**src/rtl/alu_op_sequencer.sv**
```systemverilog
// Multi-cycle sequencer in front of the 32-bit ALU: accepts one op, drives the
// one-hot ALU select for the op's latency, then holds ZHI/ZLO until consumed.
module alu_op_sequencer #(
  parameter int MUL_CYCLES = 4,
  parameter int DIV_CYCLES = 8
) (
  input  logic        clock,
  input  logic        clear,
  input  logic        op_valid,
  output logic        op_ready,
  input  logic [3:0]  opcode,
  input  logic [31:0] ra_in,
  input  logic [31:0] rb_in,
  output logic [11:0] alu_sel,
  output logic [31:0] alu_ra,
  output logic [31:0] alu_rb,
  input  logic [31:0] alu_zhi,
  input  logic [31:0] alu_zlo,
  output logic [31:0] zhi_out,
  output logic [31:0] zlo_out,
  output logic        result_valid,
  input  logic        result_ready,
  output logic        illegal_op,
  output logic        div_zero,
  output logic        busy,
  output logic [1:0]  fsm_state
);

  localparam int MAXC = (MUL_CYCLES > DIV_CYCLES) ? MUL_CYCLES : DIV_CYCLES;
  localparam int CW   = $clog2(MAXC + 1);

  typedef enum logic [1:0] {
    IDLE = 2'd0,
    EXEC = 2'd1,
    DONE = 2'd2
  } state_t;

  state_t          state, state_next;
  logic [3:0]      op_q;
  logic [CW-1:0]   cnt;
  logic [CW-1:0]   cnt_load;
  logic            dz_q;
  logic            accept;
  logic            op_legal;
  logic            new_dz;
  logic            exec_done;

  // Handshakes: a request transfers on a rising edge where op_valid && op_ready;
  // a result transfers on a rising edge where result_valid && result_ready.
  assign accept    = (state == IDLE) && op_valid;
  assign op_legal  = (opcode < 4'd12);
  assign new_dz    = (opcode == 4'd9) && (rb_in == 32'd0);
  assign exec_done = (state == EXEC) && (cnt == '0);

  always_comb begin
    cnt_load = '0;
    if (opcode == 4'd8)
      cnt_load = CW'(MUL_CYCLES - 1);
    else if ((opcode == 4'd9) && !new_dz)
      cnt_load = CW'(DIV_CYCLES - 1);
  end

  always_comb begin
    state_next = state;
    case (state)
      IDLE:    if (accept && op_legal) state_next = EXEC;
      EXEC:    if (cnt == '0)          state_next = DONE;
      DONE:    if (result_ready)       state_next = IDLE;
      default: state_next = IDLE;
    endcase
  end

  always_ff @(posedge clock or posedge clear) begin
    if (clear) begin
      state      <= IDLE;
      op_q       <= '0;
      cnt        <= '0;
      dz_q       <= 1'b0;
      alu_ra     <= '0;
      alu_rb     <= '0;
      zhi_out    <= '0;
      zlo_out    <= '0;
      illegal_op <= 1'b0;
    end else begin
      state      <= state_next;
      illegal_op <= accept && !op_legal;
      if (accept) begin
        op_q   <= opcode;
        alu_ra <= ra_in;
        alu_rb <= rb_in;
        cnt    <= cnt_load;
        dz_q   <= new_dz;
      end else if ((state == EXEC) && (cnt != '0)) begin
        cnt <= cnt - 1'b1;
      end
      // Divide by zero bypasses the ALU: quotient saturates, dividend returned as remainder.
      if (exec_done) begin
        if (dz_q) begin
          zhi_out <= alu_ra;
          zlo_out <= 32'hFFFF_FFFF;
        end else begin
          zhi_out <= alu_zhi;
          zlo_out <= alu_zlo;
        end
      end
    end
  end

  assign op_ready     = (state == IDLE);
  assign busy         = (state != IDLE);
  assign result_valid = (state == DONE);
  assign div_zero     = (state == DONE) && dz_q;
  assign alu_sel      = ((state == EXEC) && !dz_q) ? (12'd1 << op_q) : 12'd0;
  assign fsm_state    = state;

endmodule

```
**config.mk**
```make
export PLATFORM = sky130hd
export DESIGN_NAME = alu_op_sequencer
export DESIGN_NICKNAME = d
export VERILOG_FILES = /design/src/rtl/alu_op_sequencer.sv
export SDC_FILE = /design/constraint.sdc
export NUM_CORES = 1
export LEC_CHECK = 0
export CORE_AREA = 3 3 130 132
export CTS_CLUSTER_SIZE = 8
export DETAILED_ROUTE_END_ITERATION = 10
export DIE_AREA = 0 0 133 135
export GPL_ROUTABILITY_DRIVEN = 0
export PLACE_DENSITY = 0.84
export SLEW_MARGIN = 30
export SYNTH_ARGS = -nofsm -noshare
export SYNTH_HDL_FRONTEND = slang
export SYNTH_SLANG_ARGS = --single-unit
```
**constraint.sdc**
```tcl
create_clock -name clock -period 4.6 [get_ports clock]
set_clock_uncertainty 0.1 [all_clocks]
set_input_delay 0.92 -clock clock [delete_from_list [all_inputs] [get_ports clock]]
set_output_delay 0.92 -clock clock [all_outputs]
set_load 0.005 [all_outputs]
```
==> results.toml <==
[drt]
via_per_inst = 4.818
wl_per_cell_um = 16.38
ant_nets = 0
wirelength_mm = 17.77
vias = 5228
drt_iter0_markers = 214
drcViolationCount = 0
first_pass_iters = 6

[power_and_ir_drop]
ir_drop_mv = 0.3124
power_switching_w = 0.001939
p_per_area_nw_per_um2 = 653.2
pwr-share-clk = 0.227
swShare = 0.3160
p_leak_nw = 4.124
finalPower_w = 0.006137
power.internal_w = 0.004198
combPwrFrac = 0.411
seq_power_share = 0.362

[setup_path]
worstPathMaxFanout = 8
crit_type = "flop to output port"
crit_path_start_kind = "flop"
crit_path_end_kind = "output port"
cp.arrival_ns = 2.31
cp_data_required_time_ns = 3.58

[clocking]
cts.sinks = 140
insertion_delay_ns = 0.41
post_cts_buffers = 0
root_buffer = "clkbuf_16"
ctsHoldBuffers = 0
numCtsBuffers = 17
cts_tree = "yes"
cts.htree.levels = 4
cts_resized = 0
clk_path_buf_depth = 2
clkTransAtPathRegs_ns = 0.06

[global_routing]
grt_pass1_wl_mm = 28.23
use_met2 = 0.3358
grt.busiest_layer = "met2"
antenna_found_initial = 2
use_met1 = 0.2328
grt.total_usage = 0.1994
grt_max_degree = 78
grt_overflow = 0
grt_pass1_vias = 5318
grt_util_met3 = 0.08346

[timing]
worst-slew-pin-transition_ns = 0.8359
min_period_over_period = 0.7241
rsz0062_at_grt = "false"
finalSetupViolCount = 0
fin_tns_setup_ns = 0
min_period_ns = 3.331
max_freq_mhz = 300.2
max_slew_margin = 0.4415
hold_viol = 0
drv_slew = 0

[placement]
port_buffers = 282
dp_hpwl_mm = 12.87

[floorplanning]
dieArea_um2 = 17960
pin_count = 283
initial_core_util = 0.3671
row_count = 46
core_um2 = 15830
die_height_um = 135
die_x_um = 133

[synth]
ys.flop_type = "dfrtp_1"
syn_avg_cell_area_um2 = 9.984
synth_cells = 582
synth-edff-count = 0
synth_cell_types = 36
async_reset_ff_frac = 1.000
ys_warn_count = 0
synth-seq-area-share = 0.6029
netlist_area_um2 = 5811
synth_fp_nets = 719
ys_ff_latch = 140

[cells_and_area]
final_cell_mix = "clkdlybuf4s50_1 (282), nand2_1 (243), dfrtp_1 (139)"
nets = 994
layout_commonest_cell = "clkdlybuf4s50_1"
final_util = 0.5936
drive_gt1_frac = 0.05415
area_growth_pct = 61.69

[job]
cap_violations = 0

[min_path]
holdCritPathClass = "flop to flop"

[outcome]
status = "complete, no violations"
-- final cells by class --
cell class	instances	area, µm²
tap	216	270.3
fill	1341	6432
timing repair buffer	288	2880
clock inverter	7	112.6
sequential	140	3505
antenna	1	2.502
clock buffer	23	488.0
multi-input combinational	405	2115
inverter	5	22.52
-- power groups by stage --
| stage | sequential (W) | combinational, W | clock [W] |
|---|---|---|---|
| 2_1_floorplan | 0.00223 | 0.000984 | 0 |
| 3_5_place_dp | 0.00223 | 0.00257 | 0 |
| 4_1_cts | 0.00222 | 0.00258 | 0.00143 |
| 6_report | 0.00222 | 0.00252 | 0.00139 |
| 5_1_grt | 0.00231 | 0.00277 | 0.00148 |
| 3_3_place_gp | 0.00221 | 0.00251 | 0 |
-- worst max-delay path, cell delays in order, from the launching register on --
cell,delay [ns]
dfrtp_1,0.46
nand2b_4,0.23
or4_4,0.48
nor2_1,0.20
clkdlybuf4s50_1,0.54
-- cells in the mapped netlist (2+ instances only) --
cell | count | area [µm²]
buf_2 | 24 | 120.1
buf_6 | 5 | 56.30
nor3_1 | 6 | 30.03
clkbuf_1 | 2 | 7.510
nand4_1 | 2 | 12.51
o21ai_0 | 35 | 175.2
o22a_1 | 32 | 280.3
nor2_1 | 14 | 52.55
mux2i_1 | 32 | 320.3
nand2b_1 | 4 | 25.02
o211ai_1 | 3 | 22.52
inv_1 | 5 | 18.77
dfrtp_1 | 140 | 3503
nand3_1 | 3 | 15.01
nand2_1 | 246 | 923.4
nor4_1 | 9 | 56.30
-- registers in the layout, indices dropped and copies added, names as in the netlist --
signal      count
zhi_out        32
cnt             4
alu_ra         32
dz_q            1
illegal_op      1
op_q            4
alu_rb         32
fsm_state       2
zlo_out        32
-- path summary, 6_finish.rpt --
check                                          from                     end  slack [ns]  cells after the start
hold reg to reg              alu_rb[19]$_DFFE_PP0P_  alu_rb[19]$_DFFE_PP0P_        0.37                      2
min in group asynchronous                     clear  zlo_out[5]$_DFFE_PP0P_        0.95                      2
max in group asynchronous                     clear  alu_ra[15]$_DFFE_PP0P_        2.58                      3
setup reg to reg           fsm_state[0]$_DFFE_PP0P_  alu_rb[28]$_DFFE_PP0P_        2.38                      5
hold / removal               alu_rb[19]$_DFFE_PP0P_  alu_rb[19]$_DFFE_PP0P_        0.37                      2
setup / recovery           fsm_state[1]$_DFFE_PP0P_              alu_sel[1]        1.27                      4
-- stage by stage --
step	cells	setup WS, ns	hold slack (ns)	cell area, µm²
after global routing	1085	1.201	0.4002	9395
after floorplan	582	1.831	0.3697	5814
final	1085	1.269	0.3742	9395
after global placement	1054	1.724	0.3588	8785
after detailed placement	1054	1.673	0.3637	8792
after CTS	1084	1.219	0.3760	9393
-- routing by layer --
metal  vias to the layer above  wire [µm]
met5                         -         13
met4                         2        303
met3                        26       1529
met2                       201       8921
met1                      2517       7005
li1                       2482          -
-- cell families after synthesis --
group                    Yosys count  share of synthesized area
adder cells (fa/ha/maj)            1                   0.002153
flip-flops                       140                     0.6029
AND/OR/NAND/NOR                  298                     0.2162
multiplexers                      32                    0.05513
buffers and inverters             37                    0.03618
AO/OA/AOI/OAI                     73                    0.08592
XOR/XNOR                           1                   0.001508
No activity file was read; power rests on OpenSTA's default activity.
==> RTL change 1: new RTL, same settings <==
Set the parameter `DIV_CYCLES` to 16 (it was 8).
--- a/src/rtl/alu_op_sequencer.sv
+++ b/src/rtl/alu_op_sequencer.sv
@@ -2,7 +2,7 @@
 // one-hot ALU select for the op's latency, then holds ZHI/ZLO until consumed.
 module alu_op_sequencer #(
   parameter int MUL_CYCLES = 4,
-  parameter int DIV_CYCLES = 8
+  parameter int DIV_CYCLES = 16
 ) (
   input  logic        clock,
   input  logic        clear,
Check against the original RTL: no difference found for any inputs over 4 cycles, from zero or initial values; that may be too few to reach the edited logic, so the function may still have changed.
==> RTL change 1 against the original RTL <==
Wire length up 2.7%; critical path type unchanged; total power up 1.3%; setup slack worse by 0.16 ns; global-route usage down 0.16 points; area after synthesis up 5.4%; sequential cell count up 1; sequential share of layout area down 1.1 points; final area up 3.6%; synthesized cell count up 11%; count of clock-buffer cells in the layout down 2; sequential power down 2%.
==> RTL change 1: results (changes against the original RTL) <==
| Metric | Value |
|---|---|
| First-pass GRT wire length | `28.1 mm (-0.53%)` |
| Fraction of layout cells with a size suffix above 1 | `10.3% (+4.9 points)` |
| Sequential cell area fraction in the yosys report | `57.6% (-2.7 points)` |
| WL final | `18.2 mm (+2.7%)` |
| TritonRoute pass-1 iters | `4 (-2)` |
| Finished Layout Cells | `1147 (+5.7%)` |
| Post-synth top cells | `209 x nand2_1, 141 x dfrtp_1, 107 x nor2_1, 50 x a21oi_2, 32 x mux2i_1` |
| Leakage | `4.19 nW (+1.6%)` |
| Net count after synthesis | `782 (+8.8%)` |
| Largest delay share family, worst path | `buffers and inverters` |
| Wire length on met1 | `7.35 mm (+5.0%)` |
| Outcome | `completed` |
| Total track usage | `19.8% (-0.16 points)` |
| Worst Path Max Fanout | `47 (+39)` |
| Slew HR | `54.5% (+10 points)` |
| Syn Area/Cell | `9.50 sq um (-4.9%)` |
| Top Layer Used | `met4` |
| DR vias | `5376 (+2.8%)` |
| R2R Setup Slk | `2.41 ns (+0.03 ns)` |
| Metal2 WL | `9.14 mm (+2.5%)` |
| Detail Placement HPWL | `13.3 mm (+3.4%)` |
| ANT cells | `0 (-1)` |
| CP arrival | `2.48 ns (+0.17 ns)` |
| Met3 wire len | `1.31 mm (-15%)` |
| Max IR drop VDD | `0.000326 V (+4.3%)` |
| Min Hold Slack | `0.376 ns (+0.00157 ns)` |
RTL change 1: cell count changes after synthesis, moves of 19 or more:
cell	change
buf_2	-19
nor2_1	+93
a21oi_2	+50
o21ai_0	-34
nand2_1	-37
o22a_1	-32
RTL change 1: cell type report:
| type | instances | area [sq um] |
|---|---|---|
| Fill cell | 1297 | 6090 |
| Sequential cell | 141 | 3530 |
| Inverter | 8 | 33.8 |
| Clock inverter | 10 | 161 |
| Clock buffer | 21 | 470 |
| Multi-Input combinational cell | 460 | 2370 |
| Tap cell | 216 | 270 |
| Timing Repair Buffer | 291 | 2900 |
RTL change 1: path summary, 6_finish.rpt:
check	from	to	depth (start not counted)
worst max-delay path	dz_q	div_zero	3
worst min-delay path	alu_rb[24]	alu_rb[24]	2
worst max register to register	cnt[0]	zhi_out[27]	7
worst min register to register	alu_rb[24]	alu_rb[24]	2
max in group asynchronous	clear	alu_ra[22]	3
min in group asynchronous	clear	cnt[1]	2
RTL change 1: logic make-up after synthesis:
family          Yosys count  share of synthesized area (%)
compound gates           76                           9.86
flops                   141                           57.6
fa+ha+maj                 1                          0.204
xor+xnor                  2                          0.286
mux                      33                           5.41
buf+inv                  44                           3.96
simple gates            348                           22.7
RTL change 1: worst register-to-register path: stages (launching register included):
cell and delay [ns]:
dfrtp_1 0.40, inv_1 0.07, ha_1 0.17, or3b_1 0.44, nor3_4 0.21, buf_12 0.39, nor2_1 0.16, a21oi_1 0.16
RTL change 1: power by group through the flow:
stage	logic [mW]	clock network (mW)	registers (mW)
CTS	2.62	1.49	2.18
global placement	2.54	0	2.16
detailed placement	2.60	0	2.19
floorplan	1.09	0	2.18
finish	2.58	1.46	2.17
global route	2.82	1.54	2.25
RTL change 1: per-stage QoR:
stage / setup WS (ns) / instance area (sq um) / utilization (%)
floorplan: 1.82 / 6130 / -
global placement: 1.48 / 9110 / 57.5
global route: 0.985 / 9740 / 61.5
finish: 1.10 / 9740 / 61.5
CTS: 1.04 / 9740 / 61.5
detailed placement: 1.47 / 9110 / 57.5
RTL change 1: routing by layer:
layer | up-vias | global-route usage [%]
li1 | 2630 | -
met1 | 2508 | 22.3
met2 | 203 | 34.9
met3 | 35 | 6.48
met4 | 0 | 7.51
met5 | - | 0
